**src/rtl/alu_seq_pkg.sv**
```systemverilog
`default_nettype none
// ============================================================================
//  Module   : alu_seq_pkg
//  Purpose  : Shared types and constants for the ALU program sequencer.
//             Holds the opcode constants, the sequencer state encoding and
//             the stored program entry layout.
//  Revision : 1.0  initial release
// ============================================================================
package alu_seq_pkg;

    // Opcodes understood by the downstream accumulator ALU
    localparam logic [2:0] OPC_NOP  = 3'b000;
    localparam logic [2:0] OPC_LOAD = 3'b001;
    localparam logic [2:0] OPC_ADD  = 3'b010;
    localparam logic [2:0] OPC_SUB  = 3'b011;

    // Width of the operand field held in a program entry (ALU operand width)
    localparam int c_OPND_W = 7;

    // Sequencer states
    typedef enum logic [0:0] {
        IDLE = 1'b0,
        RUN  = 1'b1
    } state_t;

    // One stored instruction; the opcode is kept verbatim, never decoded
    typedef struct packed {
        logic [2:0]          opcode;
        logic [c_OPND_W-1:0] operand;
    } entry_t;

endpackage : alu_seq_pkg
`default_nettype wire

```
**src/rtl/alu_seq_mem.sv**
```systemverilog
`default_nettype none
// ============================================================================
//  Module   : alu_seq_mem
//  Purpose  : DEPTH-entry program store. Synchronous write, asynchronous
//             read. The array itself carries no reset; the sequencer's
//             count register decides which entries are meaningful.
//  Revision : 1.0  initial release
// ============================================================================
module alu_seq_mem
    import alu_seq_pkg::*;
#(
    parameter int DEPTH = 8,
    parameter int AW    = $clog2(DEPTH)
) (
    input  logic          clk,
    input  logic          i_we,
    input  logic [AW-1:0] i_waddr,
    input  entry_t        i_wdata,
    input  logic [AW-1:0] i_raddr,
    output entry_t        o_rdata
);

    entry_t r_mem [DEPTH];

    // Store an accepted record at the write pointer
    always_ff @(posedge clk) begin
        if (i_we) begin
            r_mem[i_waddr] <= i_wdata;
        end
    end

    assign o_rdata = r_mem[i_raddr];

endmodule : alu_seq_mem
`default_nettype wire

```
**src/rtl/alu_seq_feeder.sv**
```systemverilog
`default_nettype none
// ============================================================================
//  Module   : alu_seq_feeder
//  Purpose  : Records up to DEPTH instructions and replays them one per
//             cycle (or one per step pulse) into the accumulator ALU, once
//             or looping. Drives NOP with operand 0 whenever not issuing.
//  Options  : SEQ_STEP_EN - adds input 'step'; in RUN an entry is issued
//             only on cycles where step is high.
//  Revision : 1.0  initial release
// ============================================================================
module alu_seq_feeder
    import alu_seq_pkg::*;
#(
    parameter int DEPTH  = 8,
    parameter int OPND_W = 7
) (
    input  logic                   clk,
    input  logic                   rst_n,
    input  logic                   cmd_valid,
    input  logic [2:0]             cmd_opcode,
    input  logic [OPND_W-1:0]      cmd_operand,
    output logic                   cmd_ready,
    input  logic                   start,
    input  logic                   stop,
    input  logic                   clear,
    input  logic                   loop_en,
`ifdef SEQ_STEP_EN
    input  logic                   step,
`endif
    output logic [2:0]             alu_opcode,
    output logic [OPND_W-1:0]      alu_operand,
    output logic                   busy,
    output logic                   done,
    output logic [$clog2(DEPTH):0] count
);

    localparam int c_AW = $clog2(DEPTH);
    localparam int c_CW = c_AW + 1;

    state_t              r_state;
    logic [c_AW-1:0]     r_wr_ptr;
    logic [c_AW-1:0]     r_rd_ptr;
    logic [c_CW-1:0]     r_count;
    logic [2:0]          r_opcode;
    logic [OPND_W-1:0]   r_operand;
    logic                r_done;
`ifdef SEQ_STEP_EN
    logic                r_fin;     // last entry issued, NOP/done due next edge
`endif

    logic                w_rec;
    logic                w_last;
    logic [c_AW-1:0]     w_raddr;
    entry_t              w_wdata;
    entry_t              w_rdata;

    assign cmd_ready = (r_state == IDLE) && (r_count < c_CW'(DEPTH)) && !start && !clear;
    assign w_rec     = cmd_valid && cmd_ready;
    assign w_wdata   = '{opcode: cmd_opcode, operand: c_OPND_W'(cmd_operand)};

    // r_rd_ptr names the entry on the outputs (per-cycle mode) or the next
    // entry to issue (step mode); either way it is the final one when it
    // equals count-1.
    assign w_last = ((c_CW'(r_rd_ptr) + c_CW'(1)) == r_count);

`ifdef SEQ_STEP_EN
    assign w_raddr = r_rd_ptr;
`else
    // Look one entry ahead so the next output can be registered without a
    // bubble; address 0 serves both the start and the loop wrap.
    assign w_raddr = (r_state == RUN && !w_last) ? r_rd_ptr + c_AW'(1) : '0;
`endif

    alu_seq_mem #(
        .DEPTH (DEPTH),
        .AW    (c_AW)
    ) u_mem (
        .clk     (clk),
        .i_we    (w_rec),
        .i_waddr (r_wr_ptr),
        .i_wdata (w_wdata),
        .i_raddr (w_raddr),
        .o_rdata (w_rdata)
    );

    // Sequencer FSM, pointers, count and registered ALU outputs
    always_ff @(posedge clk) begin
        if (!rst_n) begin
            r_state   <= IDLE;
            r_wr_ptr  <= '0;
            r_rd_ptr  <= '0;
            r_count   <= '0;
            r_opcode  <= OPC_NOP;
            r_operand <= '0;
            r_done    <= 1'b0;
`ifdef SEQ_STEP_EN
            r_fin     <= 1'b0;
`endif
        end else begin
            r_done <= 1'b0;
            if (w_rec) begin
                r_wr_ptr <= r_wr_ptr + c_AW'(1);
                r_count  <= r_count + c_CW'(1);
            end
            if (clear) begin
                r_state   <= IDLE;
                r_wr_ptr  <= '0;
                r_rd_ptr  <= '0;
                r_count   <= '0;
                r_opcode  <= OPC_NOP;
                r_operand <= '0;
`ifdef SEQ_STEP_EN
                r_fin     <= 1'b0;
`endif
            end else if (stop) begin
                r_state   <= IDLE;
                r_opcode  <= OPC_NOP;
                r_operand <= '0;
`ifdef SEQ_STEP_EN
                r_fin     <= 1'b0;
`endif
            end else if (r_state == IDLE) begin
                if (start) begin
                    if (r_count != '0) begin
                        r_state  <= RUN;
                        r_rd_ptr <= '0;
`ifndef SEQ_STEP_EN
                        // Entry 0 goes out in the first RUN cycle
                        r_opcode  <= w_rdata.opcode;
                        r_operand <= OPND_W'(w_rdata.operand);
`endif
                    end else begin
                        // Empty program: nothing to play, report completion
                        r_done <= 1'b1;
                    end
                end
            end else begin
`ifdef SEQ_STEP_EN
                if (r_fin) begin
                    r_state   <= IDLE;
                    r_opcode  <= OPC_NOP;
                    r_operand <= '0;
                    r_done    <= 1'b1;
                    r_fin     <= 1'b0;
                end else if (step) begin
                    r_opcode  <= w_rdata.opcode;
                    r_operand <= OPND_W'(w_rdata.operand);
                    if (w_last) begin
                        r_rd_ptr <= '0;
                        r_fin    <= !loop_en;
                    end else begin
                        r_rd_ptr <= r_rd_ptr + c_AW'(1);
                    end
                end else begin
                    r_opcode  <= OPC_NOP;
                    r_operand <= '0;
                end
`else
                if (w_last && !loop_en) begin
                    r_state   <= IDLE;
                    r_opcode  <= OPC_NOP;
                    r_operand <= '0;
                    r_done    <= 1'b1;
                end else begin
                    r_rd_ptr  <= w_last ? '0 : r_rd_ptr + c_AW'(1);
                    r_opcode  <= w_rdata.opcode;
                    r_operand <= OPND_W'(w_rdata.operand);
                end
`endif
            end
        end
    end

    assign alu_opcode  = r_opcode;
    assign alu_operand = r_operand;
    assign busy        = (r_state == RUN);
    assign done        = r_done;
    assign count       = r_count;

endmodule : alu_seq_feeder
`default_nettype wire

```
**config.mk**
```make
export PLATFORM = sky130hd
export DESIGN_NAME = alu_seq_feeder
export DESIGN_NICKNAME = d
export VERILOG_FILES = /design/src/rtl/alu_seq_pkg.sv /design/src/rtl/alu_seq_mem.sv /design/src/rtl/alu_seq_feeder.sv
export SDC_FILE = /design/constraint.sdc
export NUM_CORES = 1
export LEC_CHECK = 0
export CORE_UTILIZATION = 40
export CTS_CLUSTER_SIZE = 16
export DETAILED_ROUTE_END_ITERATION = 6
export HOLD_SLACK_MARGIN = 0.15
export SYNTH_ARGS = -nofsm -noshare
export SYNTH_HDL_FRONTEND = slang
export SYNTH_SLANG_ARGS = --single-unit
export TNS_END_PERCENT = 5
```
**constraint.sdc**
```tcl
create_clock -name clk -period 4.15 [get_ports clk]
set_input_delay 1.0375 -clock clk [delete_from_list [all_inputs] [get_ports clk]]
set_output_delay 1.0375 -clock clk [all_outputs]
set_load 0.1 [all_outputs]
```
==> Word-level counts from Yosys, hierarchy flattened <==
Memories as Yosys holds them, arrays and structs flattened.
Index checks and enable logic that the tools add are counted.
{ "totals": {"out_inout_bits": 17, "input_bits": 17, "reg_bits": 22, "memories": 1, "elab_cells": 59, "mem_bits_rw": 80} }
{ "classes": {"bitwise_logic": 3, "n_eq_ne": 2, "n_reduce_logical": 17, "addsub": 4, "n_lt_le_gt_ge": 1, "n_mux": 24} }
{ "mem_list": {"columns": ["name", "words", "word_bits", "rd", "rd_ports_with_merged_regs", "write_ports", "line_no", "text"], "rows": [
  ["u_mem.r_mem", 8, 10, 1, 0, 1, "alu_seq_mem.sv:23", "entry_t r_mem [DEPTH];"]
]} }
{ "ops": {"columns": ["operator", "n"], "rows": [
  ["3-bit 2-to-1 mux", 10],
  ["7-bit 2-to-1 mux", 4],
  ["1-bit 2-to-1 mux", 10],
  ["3-bit by 1-bit adder with 3-bit output, second input constant", 2],
  ["1-bit logical AND", 6],
  ["3-bit by 1-bit adder with 4-bit output, second input constant", 1],
  ["4-bit by 1-bit adder with 4-bit output, second input constant", 1],
  ["4-bit == test", 1],
  ["1-bit zero test", 4],
  ["4-bit less-than comparator, second input constant", 1],
  ["4-bit AND reduction", 1],
  ["2-bit nonzero test", 2],
  ["4-bit nonzero test", 1],
  ["1-bit inverter", 3],
  ["3-bit OR reduction", 1],
  ["2-bit != test, second input constant", 1],
  ["2-bit AND reduction", 1],
  ["2-bit OR reduction", 1]
]} }

==> Longest topological paths before layout <==
Gate-level depths: netlist (run 1).
An unclocked memory read counts as a cell.
{ "depth": {"depth_word": 9, "mapped_depth": 9, "depth_no_buf": 8} }

==> Modules after synthesis <==
A second synthesis (run 1) with hierarchy kept.
{ "unflattened": {"cells_unflattened": 255, "area_unflattened_um2": 4245.3} }
{ "modules_own_cells": {"columns": ["mod", "seq_area_each_um2", "area_each_um2", "instances", "cells_each"], "rows": [
  ["alu_seq_mem", 2402.3, 3133.0, 1, 128],
  ["alu_seq_feeder", 440.4, 1112.3, 1, 127]
]} }

==> Worst setup path before layout (run 1) <==
No wires, ideal clock.
{ "synth_timing": {"path_type": "input -> register", "from": "in start", "to": "mem u_mem.r_mem[0][0] (netlist name) (enable)", "setup_ns": 0.404, "required_ns": 3.746, "n_path_buf": 0, "t_arrival_ns": 5.748, "slack_ns": -2.001, "stages": 3, "cell_sequence": "nor4_1 nand2_1 nor4_1"} }
{ "synth_between": {"elab_chain_cells": 6} }
{ "synth_rtl": {"columns": ["element", "line_no", "text"], "rows": [
  ["start, declared", "alu_seq_feeder.sv:23", "input logic start,"],
  ["1-bit zero test", "alu_seq_feeder.sv:57", "assign cmd_ready = (r_state == IDLE) && (r_count < c_CW'(DEPTH)) && !start && !clear;"],
  ["1-bit logical AND (2 in series)", "alu_seq_feeder.sv:57", null],
  ["1-bit logical AND", "alu_seq_feeder.sv:58", "assign w_rec = cmd_valid && cmd_ready;"],
  ["1-bit 2-to-1 mux", "alu_seq_mem.sv:27", "if (i_we) begin"],
  ["1-bit 2-to-1 mux (implied by the code)", "alu_seq_mem.sv:28", "r_mem[i_waddr] <= i_wdata;"],
  ["end, declared", "alu_seq_mem.sv:23", null]
]} }
No other way between the ends.

==> Worst setup path in the final report (run 1) <==
{ "layout_timing": {"from": "reg r_state, in the netlist busy", "to": "out busy"} }
{ "layout_rtl": {"columns": ["element", "line_no", "text"], "rows": [
  ["start, declared", "alu_seq_feeder.sv:40", "state_t r_state;"],
  ["start signal, assigned", "alu_seq_feeder.sv:89", "r_state <= IDLE;"],
  ["start signal, assigned", "alu_seq_feeder.sv:106", "r_state <= IDLE;"],
  ["start signal, assigned", "alu_seq_feeder.sv:116", "r_state <= IDLE;"],
  ["end, declared", "alu_seq_feeder.sv:32", "output logic busy,"]
]} }
No word-level cell between the ends.

==> results of run 1 <==
sequential cells by signal, summed over array words and instances, names as in the netlist:
register,cells
alu_operand,7
busy,1
done,1
count,4
u_mem.r_mem,80
alu_opcode,3
r_rd_ptr,3
r_wr_ptr,3
kinds of logic (layout without fill, tap and decap cells):
| group | count (synthesis) | after routing |
|---|---|---|
| DFF | 102 | 102 |
| and+or+nand+nor | 88 | 88 |
| AOI/OAI and AO/OA | 71 | 71 |
| buffers and inverters | 19 | 64 |
| xor gates and xnor gates | 9 | 9 |
| muxes | 6 | 6 |
| adders and majority gates | 4 | 4 |
Yosys cell counts, drive strengths merged (7+ instances only):
master / count / share of area
edfxtp: 80 / 0.56
a221o: 16 / 0.038
nand3: 10 / 0.012
o211ai: 8 / 0.024
dfxtp: 22 / 0.10
a22o: 7 / 0.014
nor3: 8 / 0.013
a21oi: 19 / 0.025
nand2: 39 / 0.034
buf: 10 / 0.017
nor2: 11 / 0.010
through the flow:
step / area (um2) / util / setup slack, ps
5_1_grt: 4940 / 0.479 / 817
4_1_cts: 4940 / 0.479 / 870
3_5_place_dp: 4760 / 0.461 / 780
3_3_place_gp: 4760 / 0.461 / 909
6_report: 4940 / 0.479 / 908
2_1_floorplan: 4270 / - / 244
layer usage:
layer | global-route usage | part of all wire | up-vias
li1 | - | - | 1232
met1 | 0.237 | 0.44 | 1286
met2 | 0.288 | 0.49 | 63
met3 | 0.0287 | 0.061 | 4
met4 | 0.0513 | 0.0057 | 0
met5 | 0 | 0 | -
worst max-delay path by stage:
stage                         start  cells after the start  slack [ps]                     endpoint
floorplan                     start                      3         240  u_mem.r_mem[0][0]$_DFFE_PP_
global placement              clear                      6         910  alu_operand[6]$_SDFFE_PP0P_
detailed placement            clear                      6         780  alu_operand[1]$_SDFFE_PP0P_
CTS                 busy$_SDFF_PP0_                      1         870                         busy
global route        busy$_SDFF_PP0_                      1         820                         busy
finish              busy$_SDFF_PP0_                      1         910                         busy
final cells by class:
cell class,instances,area (um2),area share
multi-input combinational,178,1330,0.268
clock buffer,9,124,0.0251
inverter,5,18.8,0.00380
sequential,102,2840,0.575
tap,136,170,0.0344
clock inverter,7,61.3,0.0124
timing repair buffer,43,403,0.0815
power groups by stage:
| stage | sequential [W] | clock (W) | combinational, W |
|---|---|---|---|
| finish | 0.00111 | 0.000601 | 0.0000589 |
| global route | 0.00111 | 0.000662 | 0.0000631 |
| CTS | 0.00111 | 0.000616 | 0.0000596 |
| detailed placement | 0.00113 | 0 | 0.0000594 |
| global placement | 0.00113 | 0 | 0.0000580 |
| floorplan | 0.00113 | 0 | 0.0000203 |
==> impl.org, run 1 <==
** Die
- Standard-cell rows :: 37
- For this configuration, the core starts out at a cell density of 0.412.
- Area of the placeable core :: 10,300 um2
- Vertical extent of the die :: 105 um
- 34 I/O pins were placed.
- From left edge to right edge, the die measures about 110 um.
- The floorplan step defined a die boundary enclosing approximately 11,000 um2.

** Worst setup path
- Data arrives at the worst endpoint at 2200 ps.
- Traced cell by cell, the critical path runs through clkdlybuf4s50_1.
- Number of cell instances on the worst register-to-register path :: 7
- Worst reg2reg path endpoint :: alu_operand[5]$_SDFFE_PP0P_
- Data on the critical path is required at its endpoint by 3110 ps.
- In this run the worst path has a maximum fanout of 9.
- CP Buf/Inv Count :: 1
- Internal reg-to-reg setup slack :: 1360 ps
- The worst setup path is captured at an output port.
- STA classifies the critical path startpoint as a flop.
- The startpoint identified for the worst register-to-register timing path is r_rd_ptr[0]$_SDFFE_PP0P_.
- Max stage delay on crit path :: ~1200 ps
- Top Family by Delay on Critical Path :: buffers and inverters
- Worst path slowest cell :: clkdlybuf4s50_1
- The critical path is of the flop to output port type.

** Detailed routing
- Vias per cell :: 5.39
- In the final routed layout, each cell accounts on average for roughly 19 um.
- Number of design-rule violations left by the first detailed-router iteration :: between 100 and 150
- The first detailed-routing pass ran for 4 iterations.
- Detailed-route via count :: about 2,600
- For this run, design rule violations remaining after detail routing come to 0.
- For this block, the routed nets add up to 8960 um of wire.
- Final antenna-violating net count :: 0

** Synthesis
- In the synthesized netlist, the number of instances is 299.
- Flip-flop cell with the highest count after synthesis :: edfxtp_1
- Of the post-synthesis cell area, the part taken by muxes is 0.0156.
- Yosys mapped a number of flops with a built-in enable equal to 80.
- Sequential-to-total area share from yosys stat :: 0.668
- Of the total synthesized cell area, the portion taken by AND, OR, NAND and NOR gates is 0.108.
- Synth Area in XOR/XNOR :: 0.0224
- After synthesis, the largest family of logic cells by area is compound AO/OA/AOI/OAI gates.
- Yosys mapped the design onto between 50 and 60 distinct sky130hd cell types.
- Net count after synthesis :: 320
- Area share of fa/ha/maj cells after synthesis :: 0.0118
- Synthesis inferred roughly 100 register bits.
- The complex-gate fraction of the synthesized area came to 0.149.
- A synthesized cell averages 14.2 um2.
- After synthesis, the share of flip-flops with an asynchronous set or reset is 0.
- The mapped netlist covers ~4300 um2.
- YS warnings :: 0

** Clocking
- Maximum root-to-sink buffer count :: 2
- After clock tree synthesis, the clock-pin slew on the worst setup and hold paths is roughly 100 ps.
- The clock net in this run drives a total of slightly above 100 sinks.
- Post-CTS resize count :: 0
- Clock tree synthesis inserted a total of 9 buffers.
- Clock latency at the later pin of the worst-skew pair :: 360 ps
- The number of setup buffers added after CTS is 0.
- TritonCTS built the clock tree.
- Count of hold-fix buffers inserted at cts :: 0
- H-tree lvl count :: 3
- In this run the clock root is driven by a clkbuf_8.

** Timing
- Total negative slack for setup checks :: 0 ps
- Final setup viols :: 0
- Of the available clock period, the critical path in the final layout requires 0.781.
- Max Freq :: 308 MHz
- For the finished layout, the period the worst path requires is approximately 3200 ps.
- Actual slew at the worst max-slew pin :: 972 ps
- The count of final hold-check violations was 0.
- Number of pins exceeding their max-slew limit in the final report :: 0
- Final hold slack :: approximately 460 ps
- Unrepaired setup endpoints after global routing :: no
- Final Skew :: about 8.6 ps
- Worst relative slew slack :: 0.350

** Worst hold path
- Hold Path Stages :: 2
- The path with the worst hold slack has its endpoint at alu_opcode[0]$_SDFFE_PP0P_.
- Start point of the worst hold path :: alu_opcode[0]$_SDFFE_PP0P_
- In this run the worst hold path is classified as flop to flop.

** GRT
- The total overflow left after global routing is 0.
- Maximum number of pins on one net before global-route repair :: 29
- Via count of the first global-routing pass :: approximately 2,600
- Antenna violations before repair :: 0
- First-pass GRT wire length :: 14,300 um
- Across every metal layer, demand over resource in global routing totals 0.174.

** Finish
- Leaving out fill and tap cells, the most frequent cell in the layout is edfxtp_1.
- Layout Area Growth over Synthesis :: 16.2%
- Fill cells in the final layout number about 900.
- In the final layout, the share of cells above drive strength 1 is 0.157.
- Diode insertion count for antenna repair :: 0
- The count of cells in the finished layout, fillers not included, comes to 480.
- Most frequent cells in the layout :: edfxtp_1 (80), nand2_1 (39), clkdlybuf4s50_1 (32), dfxtp_1 (22), a21oi_1 (18)
- The net count of the finished layout is between 300 and 400.

** Placed design
- Instance count after placement with tap cells included :: 464
- At the end of routability-driven placement, the weighted congestion stood at about 0.74.
- HPWL after detailed placement :: around 5500 um
- IO Port Bufs :: 33

** Power and ir drop
- Summed over all cells, the static leakage comes to roughly 1.6 nW.
- Total power density per cell area :: around 360 nW/um2
- Of the total power, registers draw 0.626.
- Logic gate share of total power :: 0.033
- PnR Total Power :: about 0.0018 W
- Internal power comes to 0.00136 W.
- Maximum vdd drop :: about 0.00014 V
- Switching power :: 0.000406 W
- Clock share of power :: 0.340
- Of the total power, the share spent switching nets is 0.230.

** Outcome
- The flow ran to the end, and the final reports show no timing, DRC or antenna violations.

** Run
- Maxcap violations :: 0
No activity file was read; power rests on OpenSTA's default activity.
==> inputs of run 2 (changes only) <==
==> constraint.sdc (replaced) <==
create_clock -name clk -period 2.8 [get_ports clk]
set_input_delay 0.7 -clock clk [delete_from_list [all_inputs] [get_ports clk]]
set_output_delay 0.7 -clock clk [all_outputs]
set_load 0.1 [all_outputs]
==> run 2 against run 1 <==
Against the previous run: sequential power grew 48%; cell area is 4.7% higher; critical endpoint is now cmd_ready; largest cell class unchanged; sequential cell count is the same; clock-buffer cell count stayed put; die area did not move; global-route usage shrank 0.26 points; via count increased by 1.2%; largest power group unchanged.
==> impl.org, run 2 (synthesis gave the netlist of run 1 again) <==
** Outcome
- The flow ran to the end, and the final reports show no timing, DRC or antenna violations.

** Worst setup path
- In this run the critical register-to-register path is launched from r_rd_ptr[1]$_SDFFE_PP0P_.
- Internal reg-to-reg setup slack :: ~310 ps
- Required time reported for the critical path endpoint :: approximately 2100 ps
- Top Family by Delay on Critical Path :: buffers and inverters
- Worst setup path endpoint :: cmd_ready
- Together, buffers and inverters on the worst path number 3.
- Path length in cells of the critical path :: 4
- The endpoint identified for the worst register-to-register timing path is alu_operand[1]$_SDFFE_PP0P_.
- For the worst setup path, the data arrival time is 1850 ps.
- CP Capture Type :: output port
- Number of cell instances on the worst register-to-register path :: 7
- The signal on the critical path passes through clkdlybuf4s50_1 -> nor4_4 -> buf_4 -> buf_12.
- Of all nets on the critical path, the largest fanout is 2.
- Worst path slowest cell :: clkdlybuf4s50_1
- Type of the setup path with the least slack :: primary input to output port
- STA classifies the critical path startpoint as a primary input.
- In this run the worst setup path begins at clear.
- The largest single stage delay on the critical path is approximately 460 ps.

** Timing
- Unrepaired setup endpoints after global routing :: no
- Ratio of final minimum period to clock period :: 0.910
- Headroom to the max-slew limit came out at 0.512.
- Max Freq :: around 390 MHz
- On the final layout, the worst clock skew is between 10 and 15 ps.
- Subtracting the final worst setup slack from the clock period gives approximately 2500 ps.
- The number of pins exceeding their max-slew limit in the final report is 0.
- Final count of hold timing violations :: 0
- Final setup viols :: 0
- Adding up every negative setup slack in the final design gives 0 ps.
- Hold is met by roughly 450 ps.
- Actual slew at the worst max-slew pin :: 731 ps

** Clocking
- Clock transition at the registers of the reported paths :: around 80 ps
- The tree is rooted in a clkbuf_8.
- In this run the number of H-tree levels came out at 3.
- The number of gates resized after CTS was 0.
- The clock passes through at most 2 buffers.
- TritonCTS Sinks :: approximately 100
- Number of setup buffers added after CTS :: 0
- Clock latency at the later pin of the worst-skew pair :: 360 ps
- After clock tree synthesis, the flow added hold-fix buffers numbering 0.
- TritonCTS built the clock tree.
- Number of CTS-inserted buffers :: 9

** Die
- Die Outline Area :: ~11,000 um2
- The die is 105 um tall.
- Standard-cell rows :: 37
- The core region is 10,300 um2.
- In this run the horizontal extent of the chip is approximately 110 um.
- For this configuration, the core starts out at a cell density of 0.412.
- IO Count :: 34

** Finish
- Across the whole layout, storage elements account for 2850 um2.
- Relative to the synthesized area, the layout overhead comes to 21.7%.
- Diode insertion count for antenna repair :: 0
- Max FFs per register :: 80
- In the final layout, the multi-input gates occupy 1420 um2.
- Nets :: approximately 370
- With fillers left out, the area of the finished cells amounts to approximately 5200 um2.
- Leaving out fill and tap cells, the most frequent cells in the layout are edfxtp_1 (80), nand2_1 (37), buf_4 (34), dfxtp_1 (20), a21oi_1 (18).
- Most flops, register :: u_mem.r_mem
- Fill cells in the final layout number 877.
- Of the cells placed in the final design, the portion with a size suffix greater than 1 is 0.259.
- Leaving out fill and tap cells, the most frequent cell in the layout is edfxtp_1.
- Final non-filler cell total :: just under 500

** Detailed routing
- Vias per cell :: ~5.3
- Dividing the detail-routed wire length by the instance count gives about 18 um.
- DRC errors left :: 0
- Final antenna-violating net count :: 0
- The first detailed-routing pass ran for 4 iterations.
- Summing over every cut layer, the via total after detailed routing is approximately 2,600.
- Number of design-rule violations left by the first detailed-router iteration :: roughly 110
- For this block, the routed nets add up to ~9000 um of wire.

** GRT
- Antenna violations before repair :: 0
- Entering global routing, the biggest net connects 28 pins.
- Global routing usage summed across all routing layers :: 0.172
- Via count of the first global-routing pass :: between 2,000 and 3,000
- Overflow left after global routing :: 0
- The first global-routing pass estimated between 10,000 and 15,000 um of wire.

** Worst hold path
- Start point of the worst hold path :: alu_opcode[0]$_SDFFE_PP0P_
- Classification of the worst-slack hold path :: flop to flop

** Run
- Maxcap violations :: 0

** Placed design
- GPL Wtd Cong :: around 0.74
- IO Port Bufs :: 33
- Instance count after placement with tap cells included :: 476
- HPWL after detailed placement :: 5910 um
- Post-place instance area :: around 5000 um2

** Power and ir drop
- The analysis attributes to cell leakage a power of approximately 1.8 nW.
- Total power density per cell area :: 525 nW/um2
- VDD sags by at most between 0.0002 and 0.00025 V.
- PnR Total Power :: about 0.0027 W
## run 2: final cells by class
type	instances	area share
inverter	5	0.00362
clock buffer	9	0.0239
multi-input combinational	178	0.274
tap	136	0.0329
clock inverter	6	0.0164
timing repair buffer	55	0.0995
sequential	102	0.549
## run 2: how the worst min path moves through the flow
stage / slack, ps / end / cells after the start
global route: 480 / alu_opcode[0]$_SDFFE_PP0P_ / 2
detailed placement: 450 / alu_opcode[0]$_SDFFE_PP0P_ / 2
global placement: 450 / alu_opcode[0]$_SDFFE_PP0P_ / 2
finish: 450 / alu_opcode[0]$_SDFFE_PP0P_ / 2
CTS: 460 / alu_opcode[0]$_SDFFE_PP0P_ / 2
floorplan: 540 / r_rd_ptr[2]$_SDFFE_PP0P_ / 2
## run 2: per-stage QoR
| stage | util | setup WS, ps |
|---|---|---|
| 2_1_floorplan | - | -292 |
| 3_3_place_gp | 0.481 | 115 |
| 3_5_place_dp | 0.481 | 33.2 |
| 4_1_cts | 0.502 | 253 |
| 5_1_grt | 0.502 | 149 |
| 6_report | 0.502 | 252 |
## run 2: layer usage
metal  global-route usage  up-vias  part of all wire
met5                    0        -                 0
met4               0.0563        0            0.0065
met3               0.0299        4             0.055
met2                0.283       68              0.49
met1                0.231     1287              0.45
li1                     -     1258                 -
## run 2: worst register-to-register path, cell delays in order (launching register included)
cell and delay, ps:
dfxtp_1 350, ha_1 360, xor2_1 270, or2_2 260
o311ai_4 190, nor3_2 650, nand3_1 220, o211ai_2 120
## run 2: where the power goes
part | internal [W] | leakage, nW | switching [W]
registers | 0.00163 | 0.899 | 0.00000349
logic | 0.0000413 | 0.754 | 0.0000569
clock network | 0.000498 | 0.103 | 0.000486
total | 0.00217 | 1.76 | 0.000547
==> inputs of run 3 (changes only) <==
--- a/config.mk
+++ b/config.mk
@@ -5,6 +5,7 @@
 export SDC_FILE = /design/constraint.sdc
 export NUM_CORES = 1
 export LEC_CHECK = 0
+export CORE_ASPECT_RATIO = 1.2
 export CORE_UTILIZATION = 40
 export CTS_CLUSTER_SIZE = 16
 export DETAILED_ROUTE_END_ITERATION = 6
==> constraint.sdc (replaced) <==
create_clock -name clk -period 2.7 [get_ports clk]
set_input_delay 0.675 -clock clk [delete_from_list [all_inputs] [get_ports clk]]
set_output_delay 0.675 -clock clk [all_outputs]
set_load 0.1 [all_outputs]
==> run 3 against run 2 <==
Against the previous run: clock skew shrank 4.4 ps; via count up 0.69%; worst hold slack better by 15 ps; critical path type unchanged.
==> impl.org, run 3 (synthesis gave the netlist of run 1 again) <==
** Worst setup path
- The worst register-to-register path ends at alu_operand[4]$_SDFFE_PP0P_.
- The critical path in this run is classified as primary input to output port.
- Biggest fanout along the worst timing path :: 2
- Internal reg-to-reg setup slack :: around 280 ps
- The startpoint identified for the worst register-to-register timing path is r_rd_ptr[1]$_SDFFE_PP0P_.
- For the worst setup path, the data required time is 2030 ps.
- Endpoint arrival time on the critical path :: approximately 1900 ps
- The worst setup path is launched from a primary input.
- Counting cells, the worst reg-to-reg path comes to 7.
- CP Capture Type :: output port

** Clocking
- Number of setup buffers added after CTS :: 0
- H-tree lvl count :: 3
- Counting every sink on the clock net gives between 100 and 150.
- Maximum root-to-sink buffer count :: 2
- After clock tree synthesis, the flow added hold-fix buffers numbering 0.
- Post-CTS resize count :: 0
- CTS Root Cell :: clkbuf_16
- Number of CTS-inserted buffers :: 9
- The later pin in the worst-skew pair is clocked with a latency of 340 ps.
- After clock tree synthesis, the clock-pin slew on the worst setup and hold paths is around 70 ps.
- TritonCTS clock tree :: built

** Finish
- Leaving out fill and tap cells, the most frequent cells in the layout are edfxtp_1 (80), nand2_1 (37), buf_4 (33), dfxtp_1 (20), a21oi_1 (18).
- Relative to the synthesized area, the layout overhead comes to 23.7%.
- Ranked by flip-flop count, first place goes to u_mem.r_mem.
- Diode insertion count for antenna repair :: 0
- End-of-flow core utilization :: 0.518
- Most frequent standard cell in the layout excluding fill and tap cells :: edfxtp_1
- Max FFs per register :: 80
- Final non-filler cell total :: approximately 480
- Of the cells placed in the final design, the portion with a size suffix greater than 1 is 0.264.
- The finished cells cover about 5300 um2.
- Nets :: 372

** Detailed routing
- Vias per cell :: between 5 and 6
- Final antenna-violating net count :: 0
- Detailed Routing Iterations Pass 1 :: 4
- In the detailed route, the total length drawn on met3 is around 550 um.
- DRT met1 WL :: 3850 um
- Number of design-rule violations left by the first detailed-router iteration :: 167
- Detailed-route via count :: 2,635
- DRC errors left :: 0
- Dividing the detail-routed wire length by the instance count gives around 19 um.
- The routed design uses around 4600 um of met2 wire.
- Final Routed Wirelength :: between 9000 and 10,000 um
- Highest metal layer with signal wires :: met4

** Power and ir drop
- Summed over all cells, the static leakage comes to around 1.8 nW.
- Switching power share of the total :: 0.205
- Logic gate share of total power :: 0.034
- The share of total power dissipated in sequential elements is 0.558.
- In this run the power density over the cells is around 580 nW/um2.
- The internal portion of the total power is between 0.002 and 0.0025 W.
- Clock share of power :: 0.408
- IR analysis of the VDD net gives a maximum drop of ~0.00038 V.
- Switching power :: 0.000624 W

** GRT
- Entering global routing, the biggest net connects 28 pins.
- Global routing usage summed across all routing layers :: 0.183
- The via count of the first global-routing pass was ~2,600.
- The total overflow left after global routing is 0.
- Antenna violations before repair :: 0
- First-pass GRT wire length :: about 14,000 um

** Timing
- Number of pins exceeding their max-slew limit in the final report :: 0
- Setup repair after global routing left no endpoint under its margin.
- Static timing analysis puts the maximum clock frequency at ~400 MHz.
- Final Skew :: roughly 11 ps
- Actual slew at the worst max-slew pin :: 726 ps
- Final count of hold timing violations :: 0
- Worst relative slew slack :: 0.513
- Minimum period implied by the final worst setup slack :: 2520 ps
- Ratio of final minimum period to clock period :: 0.935
- Final setup viols :: 0

** Worst hold path
- The worst hold path begins at alu_opcode[0]$_SDFFE_PP0P_.
- Terminating pin of the worst hold path :: alu_opcode[0]$_SDFFE_PP0P_
- The path class of the tightest hold or removal check is flop to flop.
- Along the worst hold path, the cell count comes to 2.

** Die
- Area of the placeable core :: between 10,000 and 15,000 um2
- Die Outline Area :: roughly 11,000 um2
- Initial core utilization :: 0.419
- Standard-cell rows :: 40
- In this run the vertical extent of the chip is ~110 um.
- IO Count :: 34
- Die W :: 96.1 um

** Outcome
- The flow ran to the end, and the final reports show no timing, DRC or antenna violations.

** Placed design
- The wire-length estimate of the detail-placed layout is ~6000 um.
- Once placement completed, the tool counted placed cells totaling between 400 and 500.
- GPL Wtd Cong :: approximately 0.78
- After detailed placement, the total cell area comes to approximately 5000 um2.
- IO Port Bufs :: 33

** Run
- Max-cap violations in this run came to 0.
==> run 3: changes by cell type in the layout (fill, tap and decap cells not counted), sizes merged <==
cell | previous run | this run
bufinv | 2 | 0
clkbuf | 9 | 11
clkinv | 2 | 3
clkinvlp | 1 | 0
inv | 6 | 7
==> run 3: power groups by stage <==
| stage | clock network [W] | registers, W | logic (W) |
|---|---|---|---|
| 2_1_floorplan | 0 | 0.00174 | 0.0000360 |
| 3_3_place_gp | 0 | 0.00173 | 0.000102 |
| 3_5_place_dp | 0 | 0.00173 | 0.000104 |
| 4_1_cts | 0.00128 | 0.00170 | 0.000104 |
| 5_1_grt | 0.00134 | 0.00170 | 0.000110 |
| 6_report | 0.00124 | 0.00170 | 0.000102 |
==> run 3: area by class of cell <==
cell class                 count  area, um2
clock buffer                  11        253
clock inverter                 5       38.8
fill                         856       4900
inverter                       5       18.8
multi-input combinational    178       1420
sequential                   102       2850
tap                          126        158
timing repair buffer          55        528
==> run 3: worst max-delay path by stage <==
stage                             startpoint                     endpoint  slack (ps)  cells after the start
detailed placement                     start  alu_operand[1]$_SDFFE_PP0P_          60                      6
floorplan                              clear  u_mem.r_mem[4][0]$_DFFE_PP_        -370                      5
CTS                                    clear                    cmd_ready         160                      4
global placement                       clear   alu_opcode[2]$_SDFFE_PP0P_          80                      6
finish                                 clear                    cmd_ready         180                      4
global route        r_rd_ptr[1]$_SDFFE_PP0P_  alu_operand[3]$_SDFFE_PP0P_         100                      7
==> run 3: routing by layer <==
metal,vias to the layer above,GRT usage
met3,13,0.0390
met5,-,0
met1,1275,0.232
li1,1264,-
met4,0,0.0746
met2,83,0.304
==> run 3: per-stage QoR <==
stage / worst slack, ps / hold slack [ps] / power, W / setup TNS, ps
6_report: 176 / 470 / 0.00305 / 0
5_1_grt: 99.7 / 503 / 0.00315 / 0
4_1_cts: 162 / 479 / 0.00308 / 0
3_5_place_dp: 55.3 / 469 / 0.00184 / 0
3_3_place_gp: 80.8 / 448 / 0.00184 / 0
2_1_floorplan: -367 / 537 / 0.00178 / -22430
==> run 3: worst max-delay path, cell delays in order <==
cell and delay, ps:
clkdlybuf4s50_1 450, nor4_4 360, buf_4 190, buf_12 170
